$ cat config.mk
export PLATFORM = sky130hd
export DESIGN_NAME = pipe_stage_reg
export DESIGN_NICKNAME = d
export VERILOG_FILES = /design/src/rtl/core_pipe_pkg.sv /design/src/rtl/pipe_sat_counter.sv /design/src/rtl/pipe_stage_reg.sv
export SDC_FILE = /design/constraint.sdc
export NUM_CORES = 1
export LEC_CHECK = 0
export CAP_MARGIN = 20
export CORE_MARGIN = 2
export CORE_UTILIZATION = 60
export CTS_BUF_LIST = sky130_fd_sc_hd__clkbuf_4
export DETAILED_ROUTE_END_ITERATION = 12
export DONT_BUFFER_PORTS = 1
export MAX_ROUTING_LAYER = met4
export PLACE_DENSITY = 0.76
export SYNTH_ARGS = -nofsm -noshare
export SYNTH_HDL_FRONTEND = slang
export SYNTH_SLANG_ARGS = --single-unit
$ cat constraint.sdc
create_clock -name clk_i -period 2.3 [get_ports clk_i]
set_clock_uncertainty 0.05 [all_clocks]
set_input_delay 0.46 -clock clk_i [delete_from_list [all_inputs] [get_ports clk_i]]
set_output_delay 0.46 -clock clk_i [all_outputs]
set_load 0.02 [all_outputs]
$ cat src/rtl/core_pipe_pkg.sv
// Shared pipeline boundary definitions: stage-register states, per-boundary widths
// and the E/M control/data bundle layouts.
package core_pipe_pkg;

    typedef enum logic [1:0] {
        EMPTY     = 2'd0,
        FULL      = 2'd1,
        SKID_FULL = 2'd2
    } pipe_state_e;

    // E/M control bundle; kill-masked bits are the ones with architectural side effects
    typedef struct packed {
        logic       reg_wr_en;
        logic       result_src;
        logic       mem_wr_en;
        logic       mem_size;
        logic       mem_rd_en;
    } em_ctrl_t;

    typedef struct packed {
        logic [31:0] alu_result;
        logic [31:0] wr_data;
        logic [4:0]  rd_addr;
        logic [31:0] pc_plus_4;
    } em_data_t;

    localparam int unsigned F_D_DATA_W = 64;
    localparam int unsigned F_D_CTRL_W = 1;
    localparam logic [0:0]  F_D_CTRL_KILL_MASK = 1'b0;

    localparam int unsigned D_E_DATA_W = 138;
    localparam int unsigned D_E_CTRL_W = 9;
    localparam logic [8:0]  D_E_CTRL_KILL_MASK = 9'b1_0000_0101;

    localparam int unsigned E_M_DATA_W = $bits(em_data_t);
    localparam int unsigned E_M_CTRL_W = $bits(em_ctrl_t);
    localparam logic [4:0]  E_M_CTRL_KILL_MASK = 5'b10101;

    localparam int unsigned M_W_DATA_W = 101;
    localparam int unsigned M_W_CTRL_W = 2;
    localparam logic [1:0]  M_W_CTRL_KILL_MASK = 2'b10;

    localparam int unsigned STALL_CNT_W = 16;

endpackage

$ cat src/rtl/pipe_sat_counter.sv
// Saturating up-counter with synchronous clear; clear wins over increment.
module pipe_sat_counter #(
    parameter int unsigned CNT_W = 16
) (
    input  logic             clk_i,
    input  logic             rst_ni,
    input  logic             inc_i,
    input  logic             clr_i,
    output logic [CNT_W-1:0] cnt_o
);

    always_ff @(posedge clk_i or negedge rst_ni) begin
        if (!rst_ni) begin
            cnt_o <= '0;
        end else if (clr_i) begin
            cnt_o <= '0;
        end else if (inc_i && (cnt_o != {CNT_W{1'b1}})) begin
            cnt_o <= cnt_o + CNT_W'(1);
        end
    end

endmodule

$ cat src/rtl/pipe_stage_reg.sv
// Generic valid/ready pipeline boundary register with flush, ctrl kill-masking,
// optional two-entry skid buffer and a saturating stall counter.
module pipe_stage_reg
    import core_pipe_pkg::*;
#(
    parameter int unsigned        DATA_W         = E_M_DATA_W,
    parameter int unsigned        CTRL_W         = E_M_CTRL_W,
    parameter logic [CTRL_W-1:0]  CTRL_KILL_MASK = E_M_CTRL_KILL_MASK,
    parameter bit                 SKID           = 1'b0,
    parameter int unsigned        CNT_W          = STALL_CNT_W
) (
    input  logic              clk_i,
    input  logic              rst_ni,
    input  logic              valid_i,
    output logic              ready_o,
    input  logic [CTRL_W-1:0] ctrl_i,
    input  logic [DATA_W-1:0] data_i,
    output logic              valid_o,
    input  logic              ready_i,
    output logic [CTRL_W-1:0] ctrl_o,
    output logic [DATA_W-1:0] data_o,
    input  logic              flush_i,
    input  logic              clr_cnt_i,
    output logic [CNT_W-1:0]  stall_cnt_o
);

    localparam logic [CTRL_W-1:0] KEEP_MASK = ~CTRL_KILL_MASK;

    logic xfer_in;
    logic xfer_out;

    assign xfer_in  = valid_i && ready_o;
    assign xfer_out = valid_o && ready_i;

    if (SKID) begin : g_skid
        pipe_state_e       state_q;
        logic              ready_q;
        logic [CTRL_W-1:0] skid_ctrl_q;
        logic [DATA_W-1:0] skid_data_q;

        // ready_o comes straight from a flop so ready_i never reaches upstream combinationally
        assign ready_o = ready_q;

        always_ff @(posedge clk_i or negedge rst_ni) begin
            if (!rst_ni) begin
                state_q     <= EMPTY;
                ready_q     <= 1'b1;
                valid_o     <= 1'b0;
                ctrl_o      <= '0;
                data_o      <= '0;
                skid_ctrl_q <= '0;
                skid_data_q <= '0;
            end else if (flush_i) begin
                state_q <= EMPTY;
                ready_q <= 1'b1;
                valid_o <= 1'b0;
                ctrl_o  <= ctrl_o & KEEP_MASK;
            end else begin
                unique case (state_q)
                    EMPTY: begin
                        if (xfer_in) begin
                            state_q <= FULL;
                            valid_o <= 1'b1;
                            ctrl_o  <= ctrl_i;
                            data_o  <= data_i;
                        end
                    end
                    FULL: begin
                        if (xfer_in && !xfer_out) begin
                            state_q     <= SKID_FULL;
                            ready_q     <= 1'b0;
                            skid_ctrl_q <= ctrl_i;
                            skid_data_q <= data_i;
                        end else if (xfer_in && xfer_out) begin
                            ctrl_o <= ctrl_i;
                            data_o <= data_i;
                        end else if (xfer_out) begin
                            state_q <= EMPTY;
                            valid_o <= 1'b0;
                            ctrl_o  <= ctrl_o & KEEP_MASK;
                        end
                    end
                    SKID_FULL: begin
                        if (xfer_out) begin
                            state_q <= FULL;
                            ready_q <= 1'b1;
                            ctrl_o  <= skid_ctrl_q;
                            data_o  <= skid_data_q;
                        end
                    end
                    default: begin
                        state_q <= EMPTY;
                        ready_q <= 1'b1;
                        valid_o <= 1'b0;
                        ctrl_o  <= ctrl_o & KEEP_MASK;
                    end
                endcase
            end
        end
    end else begin : g_single
        assign ready_o = ready_i || !valid_o;

        always_ff @(posedge clk_i or negedge rst_ni) begin
            if (!rst_ni) begin
                valid_o <= 1'b0;
                ctrl_o  <= '0;
                data_o  <= '0;
            end else if (flush_i) begin
                valid_o <= 1'b0;
                ctrl_o  <= ctrl_o & KEEP_MASK;
            end else if (xfer_in) begin
                valid_o <= 1'b1;
                ctrl_o  <= ctrl_i;
                data_o  <= data_i;
            end else if (ready_i) begin
                // drained (or already empty): drop side-effect ctrl bits with valid
                valid_o <= 1'b0;
                ctrl_o  <= ctrl_o & KEEP_MASK;
            end
        end
    end

    pipe_sat_counter #(
        .CNT_W (CNT_W)
    ) u_stall_cnt (
        .clk_i  (clk_i),
        .rst_ni (rst_ni),
        .inc_i  (valid_o && !ready_i),
        .clr_i  (clr_cnt_i),
        .cnt_o  (stall_cnt_o)
    );

endmodule

# Word level (Yosys, flattened, before mapping)
# Cells that the tools add are included.
[totals]
register_bits = 123
latchBits = 0
ramBits = 0
mem_bits_ro = 0
in_bits = 112
out_inout_bits = 124
elab_cells = 25
memories = 0
[classes]
add_sub_neg = 1
n_mul = 0
n_div = 0
n_lt_le_gt_ge = 0
eq_ne = 1
n_shift = 0
n_mux = 8
bitwise = 1
reduce_logical = 9
[ops]
columns = ["operator", "n"]
rows = [
  ["$mux 16", 2],
  ["$add 16x1->16 const B", 1],
  ["$ne 16x16->1 const B", 1],
  ["$mux 5", 3],
  ["$logic_and 1x1->1", 3],
  ["$mux 1", 3],
  ["$reduce_bool 3->1", 1],
  ["$logic_not 1->1", 2],
  ["$reduce_and 2->1", 1],
  ["$reduce_bool 2->1", 1],
  ["$logic_or 1x1->1", 1],
  ["$not 1->1", 1],
]

# Logic depth before layout (Yosys ltp)
# Gate-level depths: netlist (run 1).
[depth]
ltp_word = 5
depth_mapped = 8
ltp_nobuf = 6

# By module
# A second synthesis (run 1) with hierarchy kept.
[hier_totals]
cells_unflattened = 336
area_unflattened_um2 = 4988.5
[modules_own_cells]
columns = ["module", "n_inst", "cells_per_inst", "area_per_inst_um2", "seq_area_each_um2"]
rows = [
  ["pipe_stage_reg", 1, 238, 4046.4, 2677.6],
  ["pipe_sat_counter", 1, 98, 942.2, 400.4],
]

# Worst setup path before layout (run 1)
# Ideal clock, no wire load.
[synth_path]
kind = "flip-flop to flip-flop"
start = "register valid_o"
end = "register u_stall_cnt.cnt_o[9]"
setup_ps = 128
arrival_time_ps = 1787
required_time_ps = 2122
slack_ps = 335
stages_incl_launch_ff = 8
n_path_buf = 1
synth_period_minus_slack_ps = 1965
path_cell_list = "dfrtp_1 -> inv_2 -> nor2_4 -> inv_2 -> or2_1 -> buf_6 -> nor4b_1 -> mux2_1"
[synth_between]
elab_chain_cells = 3
[synth_rtl]
columns = ["item", "line_no", "rtl"]
rows = [
  ["start, declared", "pipe_stage_reg.sv:18", "output logic valid_o,"],
  ["start signal, assigned", "pipe_stage_reg.sv:105", "valid_o <= 1'b0;"],
  ["start signal, assigned", "pipe_stage_reg.sv:109", "valid_o <= 1'b0;"],
  ["start signal, assigned", "pipe_stage_reg.sv:112", "valid_o <= 1'b1;"],
  ["$logic_and 1x1->1", "pipe_stage_reg.sv:128", ".inc_i (valid_o && !ready_i),"],
  ["$logic_and 1x1->1", "pipe_sat_counter.sv:17", "end else if (inc_i && (cnt_o != {CNT_W{1'b1}})) begin"],
  ["$reduce_bool 2->1 (no source line)", "n/a", ""],
  ["end signal, assigned", "pipe_sat_counter.sv:18", "cnt_o <= cnt_o + CNT_W'(1);"],
  ["end, declared", "pipe_sat_counter.sv:9", "output logic [CNT_W-1:0] cnt_o"],
]
# No other way between the ends.
# A chain may end at the register's enable or synchronous reset.

# Final worst setup path (run 1)
[layout_path]
start = "register u_stall_cnt.cnt_o[0]"
end = "register u_stall_cnt.cnt_o[9]"
[layout_between]
elab_chain_cells = 3
elab_cells_between_ends = 6
classes_between = "add/sub (1); eq/ne (1); mux (2); reduce/logical (2)"
[layout_rtl]
columns = ["item", "line_no"]
rows = [
  ["$add 16x1->16 / $ne 16x16->1 (equally long branches)", "pipe_sat_counter.sv:18, pipe_sat_counter.sv:17"],
  ["$mux 16 / $logic_and 1x1->1 (equally long branches)", "pipe_sat_counter.sv:17"],
  ["$mux 16 / $reduce_bool 2->1 (equally long branches)", "n/a"],
]
# Parallel ways exist; a longest one is shown, timed or not. The select of a mux whose other input is x is not followed.

==> results.json, run 1 <==
{
  "status": "finished, violations left",
  "failed_checks": "hold timing",
  "ys_seq_area_share_pct": 62.9,
  "hpwl_um": 7250,
  "setup_viol": 0,
  "nNetsFinal": 537,
  "drc": 0,
  "regArea_sq_um": 3080,
  "antenna_left": 0,
  "async_flop_share_pct": 100,
  "worst-path-buf-inv": 0,
  "fmax_mhz": 486,
  "cp_slowest_stage_delay_ps": 530,
  "drt_iter0_drc": 104,
  "crit_arrival_ps": 2380,
  "cp_top_family": "simple AND/OR/NAND/NOR gates",
  "overflow": 0,
  "cap_violations": 0,
  "hold_slack_ps": -412,
  "totalWireLength_um": 12400,
  "root_buffer": "clkbuf_4",
  "avgRoutedWirePerCell_um": 23.0,
  "firstDrtPassIters": 4,
  "io_buffers": 0,
  "pwr_density_cell_nw_per_um2": 876,
  "max_slew_margin_pct": 64.2,
  "cts_made_buffers": 17,
  "rrSetupSlack_ps": 240,
  "rsz0062_at_grt": "false",
  "ir_drop_mv": 0.582,
  "endpoint_kind": "flip-flop",
  "clkSlewWorstSetupHoldPaths_ps": 130,
  "start_util_pct": 62.7,
  "antenna_found_initial": 0,
  "coreArea_sq_um": 7810,
  "critical_path.cell_chain": "ha_1 > nand2_1 > nor4_1 > nor4b_1 > mux2_1",
  "cts_sinks": 123,
  "via_per_inst": 5.92,
  "ys_ff_latch": 123,
  "cts_buffer_depth": 2,
  "vias": 3183,
  "first_global_vias": 2951,
  "worst_ep_required_time_ps": 2620,
  "grt_max_degree": 124,
  "synth_edf_count": 0,
  "drv_slew": 0,
  "r2r-start": "u_stall_cnt.cnt_o[0]",
  "die_x_um": 94.3,
  "grt_usage_pct": 24.5,
  "r2r_end": "u_stall_cnt.cnt_o[9]",
  "fillers": 464,
  "yosys_warnings": 0,
  "p_leak_nw": 2.56,
  "place_congestion": 0.942,
  "synth_area_sq_um": 4890,
  "drive_above_1_share_pct": 34.4,
  "ys_types": 41,
  "dieHeight_um": 94.3,
  "rows": 32,
  "area_growth_pct": 24.9,
  "multi_input_area_sq_um": 1730,
  "critPathMaxFanout": 5,
  "final-hold-violation-count": 123,
  "timing.hold.worst.class": "in2async",
  "period_needed_ps": 2060,
  "diodes": 0,
  "syn-num-nets": 448,
  "clk-insertion-delay-late_ps": 490,
  "synth_flop_cell": "dfrtp_1",
  "avgSynthCellArea_sq_um": 14.6,
  "fin_crit_sh_pct": 89.5,
  "path_class": "reg2reg",
  "tightest_slew_ps": 532,
  "cts_setup_buffers": 0,
  "setup_tns_ps": 0,
  "io_pins": 236,
  "htree_num_levels": 4,
  "design.die.area_sq_um": 8890,
  "tritoncts": "built",
  "grt_pass1_wl_um": 15700,
  "critPathSlowestCell": "dfrtp_1",
  "synth_cells": 335,
  "reg2reg_depth": 5,
  "critical_path.startpoint_type": "flip-flop"
}
[power breakdown]
part / switching [W] / internal, W
combinational: 0.000175 / 0.000353
sequential: 0.000664 / 0.00248
clock: 0.000816 / 0.000865
total: 0.00165 / 0.00369
[cell type report]
| type | instances | share of cell area [%] |
|---|---|---|
| repair buffers | 85 | 13.7 |
| well taps | 102 | 2.09 |
| inverters | 3 | 0.184 |
| clock inverters | 14 | 3.22 |
| multi-input cells | 194 | 28.3 |
| clock buffers | 17 | 2.09 |
| flip-flops and latches | 123 | 50.4 |
[cell usage after synthesis, types with 4 or more instances]
cell type / number / area [sq um]
nor3_1: 4 / 20.0
nand3_1: 5 / 25.0
mux2_2: 104 / 1170
nand4_1: 5 / 31.3
buf_2: 12 / 60.1
dfrtp_1: 123 / 3080
o21ai_0: 5 / 25.0
or3_1: 5 / 31.3
nand2_1: 6 / 22.5
a21oi_1: 9 / 45.0
nor2_1: 15 / 56.3
[layout by cell type, fill, tap and decap left out, types with 2 or more instances in the layout]
master | Yosys | final
inv_2 | 2 | 2
nand3_1 | 5 | 5
nor4b_1 | 2 | 2
a41oi_1 | 2 | 2
clkbuf_4 | 0 | 17
a21oi_1 | 9 | 9
clkinv_4 | 0 | 4
and3_1 | 2 | 2
and4_1 | 2 | 2
mux2_2 | 104 | 104
nor2b_1 | 3 | 3
buf_4 | 0 | 10
nand2b_1 | 2 | 2
a32oi_1 | 3 | 3
dfrtp_1 | 123 | 123
dlygate4sd3_1 | 0 | 74
nor2_4 | 1 | 2
or3_1 | 5 | 5
nor3_1 | 4 | 4
nor4_1 | 3 | 3
inv_6 | 0 | 2
clkinvlp_4 | 0 | 2
nand2_1 | 6 | 6
nor2_1 | 15 | 14
nand4_1 | 5 | 5
bufinv_16 | 0 | 4
o21ai_0 | 5 | 5
[metal layers]
layer	track usage, %	share of wire [%]	wire [um]
met1	28.1	34	4200
met2	38.6	54	6700
met3	12.0	10	1280
met4	6.52	1.4	178
met5	-	0	0
[cells by family (layout without fill, tap and decap cells)]
| group | count (synthesis) | count (layout) | synth area share [%] |
|---|---|---|---|
| compound gates | 25 | 25 | 3.38 |
| xor+xnor | 1 | 1 | 0.179 |
| fa+ha+maj | 1 | 1 | 0.256 |
| buf+inv | 18 | 119 | 1.84 |
| flops | 123 | 123 | 62.9 |
| mux | 106 | 106 | 24.4 |
| simple gates | 61 | 61 | 7.06 |
[worst register-to-register path, delay by kind of cell, from the launching register on]
kind / cells / cell delay (ps)
adders and majority gates: 1 / 310
DFF: 1 / 530
muxes: 1 / 340
and+or+nand+nor: 3 / 730
[metrics by stage]
step / util (%) / setup WS, ps / cells / instance area [sq um] / total power, W
global placement: 64.6 / 385 / 433 / 5040 / 0.00353
finish: 78.2 / 242 / 538 / 6110 / 0.00535
detailed placement: 64.6 / 313 / 433 / 5040 / 0.00357
CTS: 69.0 / 297 / 466 / 5390 / 0.00524
global route: 78.2 / 101 / 538 / 6110 / 0.00557
floorplan: - / 335 / 335 / 4890 / 0.00343
[state kept, by name, indices dropped and copies added, names as in the netlist]
signal and cells:
data_o 101, u_stall_cnt.cnt_o 16, ctrl_o 5, valid_o 1
[how the worst max path moves through the flow]
stage	start	to	cells past startpoint
floorplan	valid_o	u_stall_cnt.cnt_o[9]	7
global placement	u_stall_cnt.cnt_o[0]	u_stall_cnt.cnt_o[12]	5
detailed placement	u_stall_cnt.cnt_o[0]	u_stall_cnt.cnt_o[9]	5
CTS	u_stall_cnt.cnt_o[0]	u_stall_cnt.cnt_o[9]	5
global route	u_stall_cnt.cnt_o[0]	u_stall_cnt.cnt_o[9]	5
finish	u_stall_cnt.cnt_o[0]	u_stall_cnt.cnt_o[9]	5
[what timing repair did]
action | 4_1_cts | 5_1_grt
hold buffers | 2 | 72
hold endpoints to repair | 140 | 195
resized for setup | 0 | 0
Power figures use the tool's default switching activity.
==> run 2: changes to the inputs <==
--- a/config.mk
+++ b/config.mk
@@ -7,12 +7,13 @@
 export LEC_CHECK = 0
 export CAP_MARGIN = 20
 export CORE_MARGIN = 2
-export CORE_UTILIZATION = 60
+export CORE_UTILIZATION = 40
 export CTS_BUF_LIST = sky130_fd_sc_hd__clkbuf_4
 export DETAILED_ROUTE_END_ITERATION = 12
 export DONT_BUFFER_PORTS = 1
+export GPL_TIMING_DRIVEN = 0
 export MAX_ROUTING_LAYER = met4
-export PLACE_DENSITY = 0.76
+export PLACE_DENSITY = 0.59
 export SYNTH_ARGS = -nofsm -noshare
 export SYNTH_HDL_FRONTEND = slang
 export SYNTH_SLANG_ARGS = --single-unit
==> run 2 against run 1 <==
Compared with the run above: the run now fails in 4_1_cts; synthesized area unchanged; synthesized cell count did not move.
==> results.json, run 2 <==
{
  "placed_cells": 482,
  "cts_made_buffers": 17,
  "dieHeight_um": 115,
  "io_buffers": 0,
  "ctsHoldBuffers": 104,
  "status": "stopped before the end",
  "synth_area_leaders": "dfrtp_1 63%, mux2_2 24%, buf_2 1.2%",
  "avgSynthCellArea_sq_um": 14.6,
  "firstError": "[ERROR RSZ-0060] Max buffer count reached.",
  "die_x_um": 115,
  "yosys.area.top_type_share_pct": 62.9,
  "stop_stage": "4_1_cts",
  "htree_num_levels": 4,
  "ys_types": 41,
  "synth_flop_cell": "dfrtp_1",
  "place_congestion": 0.817,
  "synth_most_common_cell": "dfrtp_1",
  "ys_seq_area_share_pct": 62.9,
  "synthTopCellsByCount": "123 x dfrtp_1, 104 x mux2_2, 15 x nor2_1",
  "yosys_warnings": 0,
  "synth_area_sq_um": 4890,
  "async_flop_share_pct": 100,
  "root_buffer": "clkbuf_4",
  "synth_cells": 335,
  "syn-num-nets": 448,
  "ys_ff_latch": 123,
  "cts_setup_buffers": 0,
  "cts_sinks": 123,
  "cts_buffer_depth": 2,
  "ctsResizeCount": 3,
  "hpwl_um": 7520,
  "synth_edf_count": 0,
  "io_pins": 236,
  "start_util_pct": 40.9,
  "rows": 40,
  "yosys.area.top_type": "dfrtp_1"
}
-- run 2: cell counts after synthesis --
Identical to the previous run, type by type.
-- run 2: kinds of logic after synthesis --
group | synth area share (%)
fa+ha+maj | 0.256
compound gates | 3.38
buf+inv | 1.84
xor+xnor | 0.179
simple gates | 7.06
flops | 62.9
mux | 24.4
-- run 2: per-stage QoR --
stage | util, % | setup TNS (ps) | setup WS (ps) | area [sq um]
after floorplan | - | 0 | 335 | 4890
after global placement | 42.4 | -296 | -31.0 | 5080
after detailed placement | 42.4 | -6100 | -130 | 5080
==> run 3: changes to the inputs <==
--- a/config.mk
+++ b/config.mk
@@ -7,13 +7,11 @@
 export LEC_CHECK = 0
 export CAP_MARGIN = 20
 export CORE_MARGIN = 2
-export CORE_UTILIZATION = 40
-export CTS_BUF_LIST = sky130_fd_sc_hd__clkbuf_4
+export CORE_UTILIZATION = 25
 export DETAILED_ROUTE_END_ITERATION = 12
 export DONT_BUFFER_PORTS = 1
 export GPL_TIMING_DRIVEN = 0
-export MAX_ROUTING_LAYER = met4
-export PLACE_DENSITY = 0.59
+export PLACE_DENSITY_LB_ADDON = 0.15
 export SYNTH_ARGS = -nofsm -noshare
 export SYNTH_HDL_FRONTEND = slang
 export SYNTH_SLANG_ARGS = --single-unit
==> run 3 against run 2 <==
Compared with the run above: the flow now finishes, with violations (hold timing).
==> results.json, run 3 (synthesis gave the netlist of run 1 again) <==
{
  "worst_ep_required_time_ps": 2540,
  "largest_registers": "data_o (101), u_stall_cnt.cnt_o (16), ctrl_o (5)",
  "die_x_um": 144,
  "failed_checks": "hold timing",
  "tightest_slew_ps": 500,
  "clkSlewWorstSetupHoldPaths_ps": 60,
  "regMostFlops": "data_o",
  "nNetsFinal": 467,
  "root_buffer": "clkbuf_16",
  "placed_cells": 600,
  "grt_max_degree": 124,
  "critical_path.cell_chain": "inv_2 > nor2_4 > inv_2 > or2_1 > buf_6 > nor4b_1 > mux2_1",
  "place_congestion": 0.746,
  "via_per_inst": 4.45,
  "dieHeight_um": 144,
  "cap_violations": 0,
  "overflow": 0,
  "path_depth": 7,
  "final-hold-violation-count": 123,
  "final_core_utilization_pct": 30.2,
  "ir_drop_mv": 0.414,
  "vias": 2812,
  "fin_cells": 632,
  "worst-path-buf-inv": 3,
  "grt_usage_pct": 11.1,
  "antenna_found_initial": 0,
  "htree_num_levels": 4,
  "hold_slack_ps": -303,
  "antenna_left": 0,
  "clk-insertion-delay-late_ps": 410,
  "io_buffers": 0,
  "regArea_sq_um": 3080,
  "max_slew_margin_pct": 66.4,
  "grt_pass1_wl_um": 17100,
  "io_pins": 236,
  "timing.hold.worst.class": "in2async",
  "drt_iter0_drc": 142,
  "p_leak_nw": 2.37,
  "start_util_pct": 25.3,
  "period_needed_ps": 2170,
  "design_area_sq_um": 5850,
  "cp_top_family": "simple AND/OR/NAND/NOR gates",
  "firstDrtPassIters": 4,
  "rows": 51,
  "area_growth_pct": 19.5,
  "cts_made_buffers": 17,
  "crit_top_cell": "inv_2",
  "diodes": 0,
  "setup_ws_ps": 130,
  "cts_setup_buffers": 0,
  "layout_common_cells": "123 x dfrtp_1, 104 x mux2_2, 17 x clkbuf_16",
  "drc": 0,
  "cts_sinks": 123,
  "critPathSlowestCell": "dfrtp_1",
  "setup_tns_ps": 0,
  "cts_buffer_depth": 2,
  "critPathMaxFanout": 10,
  "setup_viol": 0,
  "fin_crit_sh_pct": 94.3,
  "cp_slowest_stage_delay_ps": 510,
  "reg2reg_depth": 7,
  "multi_input_area_sq_um": 1730,
  "layout_commonest_cell": "dfrtp_1",
  "critical_path.startpoint_type": "flip-flop",
  "drive_above_1_share_pct": 41.1,
  "drv_slew": 0,
  "fillers": 1949,
  "avgRoutedWirePerCell_um": 18.5,
  "totalWireLength_um": 11700,
  "tritoncts": "built",
  "endpoint_kind": "flip-flop",
  "hpwl_um": 8000,
  "dp_slack_ps": -128,
  "crit_arrival_ps": 2410,
  "fmax_mhz": 461,
  "pwr_density_cell_nw_per_um2": 1070,
  "largest_reg_flops": 101,
  "status": "finished, violations left",
  "path_class": "reg2reg",
  "coreArea_sq_um": 19300,
  "first_global_vias": 2926,
  "design.die.area_sq_um": 20700,
  "place_area_sq_um": 5220,
  "rsz0062_at_grt": "false"
}
## run 3: path summary, 6_finish.rpt
check                                start                    to  slack [ps]
worst max register to register     valid_o  u_stall_cnt.cnt_o[9]         130
worst max-delay path               valid_o  u_stall_cnt.cnt_o[9]         130
worst min register to register  data_o[45]            data_o[45]         610
min in group clk_i                 flush_i               valid_o          70
worst min-delay path                rst_ni            data_o[25]        -300
max in group asynchronous           rst_ni             data_o[6]        2360
## run 3: layout make-up
type | instances | share of cell area [%]
Buffer | 15 | 1.76
Sequential cell | 123 | 52.7
Clock inverter | 11 | 2.48
Inverter | 3 | 0.193
Clock buffer | 21 | 7.71
Multi-Input combinational cell | 194 | 29.5
Tap cell | 265 | 5.67
## run 3: per-stage QoR
stage	total power [W]	hold WS, ps
6_report	0.00625	-303
2_1_floorplan	0.00343	114
3_3_place_gp	0.00357	117
5_1_grt	0.00657	-342
4_1_cts	0.00637	-331
3_5_place_dp	0.00358	117
## run 3: power by group
| group | switching [W] | internal, W |
|---|---|---|
| clock | 0.000993 | 0.00173 |
| combinational | 0.000132 | 0.000273 |
| sequential | 0.000641 | 0.00248 |
| total | 0.00177 | 0.00449 |
## run 3: repair_timing
action / in CTS / in global routing
cloned: 0 / 0
setup endpoints to repair: 70 / 70
hold endpoints to repair: 123 / 123
resized for setup: 2 / 8
## run 3: routing by layer
| layer | global-route usage [%] | wire (um) | vias up |
|---|---|---|---|
| met3 | 5.63 | 1090 | 8 |
| met2 | 16.9 | 5880 | 131 |
| li1 | - | - | 1257 |
| met1 | 13.4 | 4570 | 1416 |
| met4 | 4.49 | 134 | 0 |
| met5 | 0 | 0 | - |
==> run 4: changes to the inputs <==
--- a/config.mk
+++ b/config.mk
@@ -7,7 +7,7 @@
 export LEC_CHECK = 0
 export CAP_MARGIN = 20
 export CORE_MARGIN = 2
-export CORE_UTILIZATION = 25
+export CORE_UTILIZATION = 31
 export DETAILED_ROUTE_END_ITERATION = 12
 export DONT_BUFFER_PORTS = 1
 export GPL_TIMING_DRIVEN = 0
==> run 4 against run 3 <==
Compared with the run above: the flow still finishes with violations (hold timing); combinational power about the same; utilization is 7.5 points higher; global-route usage up 2.0 points; final area fell by 1.1%; flip-flop and latch count unchanged; register-to-register slack barely moved; final cell count is 8.5% lower; largest cell class unchanged; largest power group unchanged.
==> results.json, run 4 (synthesis gave the netlist of run 1 again) <==
{
  "status": "finished, violations left",
  "failed_checks": "hold timing",
  "ir_drop_mv": 0.463,
  "design.die.area_sq_um": 16800,
  "regMostFlops": "data_o",
  "worst_ep_required_time_ps": 2550,
  "fin_cells": 578,
  "io_pins": 236,
  "final-hold-violation-count": 123,
  "critical_path.cell_chain": "ha_1 > nand2_1 > nor4_1 > nor4b_1 > mux2_1",
  "setup_viol": 0,
  "period_needed_ps": 2170,
  "grt_usage_pct": 13.1,
  "drt_iter0_drc": 133,
  "area_growth_pct": 18.2,
  "grt_pass1_wl_um": 16500,
  "critPathSlowestCell": "nor4_1",
  "endpoint_kind": "flip-flop",
  "path_class": "reg2reg",
  "diodes": 0,
  "clk-insertion-delay-late_ps": 410,
  "rows": 45,
  "placed_cells": 546,
  "largest_reg_flops": 101,
  "pwr_density_cell_nw_per_um2": 1070,
  "hpwl_um": 7790,
  "fillers": 1523,
  "io_buffers": 0,
  "clkSlewWorstSetupHoldPaths_ps": 60,
  "hold_slack_ps": -313,
  "layout_commonest_cell": "dfrtp_1",
  "fin_crit_sh_pct": 94.1,
  "critical_path.startpoint_type": "flip-flop",
  "antenna_found_initial": 0,
  "grt_max_degree": 124,
  "drv_slew": 0,
  "p_leak_nw": 2.38,
  "drc": 0,
  "design_area_sq_um": 5780,
  "cts_made_buffers": 17,
  "coreArea_sq_um": 15300,
  "firstDrtPassIters": 5,
  "nNetsFinal": 467,
  "timing.hold.worst.class": "in2async",
  "critPathMaxFanout": 5,
  "cap_violations": 0,
  "vias": 2872,
  "avgRoutedWirePerCell_um": 18.8,
  "antenna_left": 0,
  "max_slew_margin_pct": 59.4,
  "cts_buffer_depth": 2,
  "start_util_pct": 31.9,
  "die_x_um": 130,
  "cp_slowest_stage_delay_ps": 570,
  "final_core_utilization_pct": 37.7,
  "via_per_inst": 4.97,
  "htree_num_levels": 4,
  "cts_sinks": 123,
  "layout_common_cells": "122 x dfrtp_1, 104 x mux2_2, 17 x clkbuf_16",
  "totalWireLength_um": 10900,
  "dieHeight_um": 130,
  "rsz0062_at_grt": "false",
  "crit_arrival_ps": 2410,
  "dp_slack_ps": -324,
  "overflow": 0,
  "largest_registers": "data_o (101), u_stall_cnt.cnt_o (16), ctrl_o (5)",
  "tritoncts": "built",
  "place_congestion": 0.772,
  "fmax_mhz": 462,
  "place_area_sq_um": 5160,
  "setup_tns_ps": 0,
  "root_buffer": "clkbuf_16",
  "drive_above_1_share_pct": 42.2,
  "tightest_slew_ps": 604,
  "first_global_vias": 3048,
  "setup_ws_ps": 135
}
==> run 4: cell count changes in the layout (fill, tap and decap cells not counted), sizes merged <==
cell | before | now
bufinv | 3 | 2
clkbuf | 28 | 26
clkinv | 5 | 7
clkinvlp | 3 | 2
inv | 3 | 5
==> run 4: timing repair <==
action                                  CTS  global route
endpoints found under the setup margin   72            65
buffers inserted                          0             0
gates resized for setup                   4             7
cloned                                    0             0
hold endpoints to repair                123           123
==> run 4: power by group <==
part / internal (W) / switching, W / leakage [nW]
clock network: 0.00166 / 0.000985 / 0.290
registers: 0.00248 / 0.000641 / 1.49
logic: 0.000273 / 0.000131 / 0.602
total: 0.00441 / 0.00176 / 2.38
==> run 4: through the flow <==
step,power (W),hold WS [ps]
floorplan,0.00343,114
CTS,0.00628,-333
global route,0.00647,-342
finish,0.00617,-313
detailed placement,0.00358,117
global placement,0.00356,117
==> run 4: cell type report <==
cell class	instances	area (sq um)	area share, %
clock inverter	13	143	2.47
tap	211	264	4.57
buffer	15	98.8	1.71
sequential	123	3080	53.3
clock buffer	19	453	7.84
multi-input combinational	194	1730	30.0
inverter	3	11.3	0.195
==> run 4: worst paths after layout <==
| kind | from | to | slack (ps) | cells past startpoint |
|---|---|---|---|---|
| max reg2reg | u_stall_cnt.cnt_o[0] | u_stall_cnt.cnt_o[9] | 130 | 5 |
| min | rst_ni | u_stall_cnt.cnt_o[12] | -310 | 0 |
| max | u_stall_cnt.cnt_o[0] | u_stall_cnt.cnt_o[9] | 130 | 5 |
| max in group asynchronous | rst_ni | valid_o | 2240 | 0 |
| min reg2reg | data_o[61] | data_o[61] | 610 | 1 |
| min in group clk_i | flush_i | valid_o | 60 | 1 |
==> run 4: worst max-delay path, delay by kind of cell, from the launching register on <==
| family | cells | cell delay (ps) |
|---|---|---|
| and+or+nand+nor | 3 | 800 |
| DFF | 1 | 550 |
| muxes | 1 | 330 |
| adders and majority gates | 1 | 320 |
==> run 4: per-layer routing <==
metal | up-vias | part of all wire, % | global-route usage (%)
met2 | 154 | 52 | 21.3
met5 | - | 0 | 0
met1 | 1446 | 35 | 14.0
met4 | 0 | 2.0 | 6.07
li1 | 1254 | - | -
met3 | 18 | 11 | 7.10
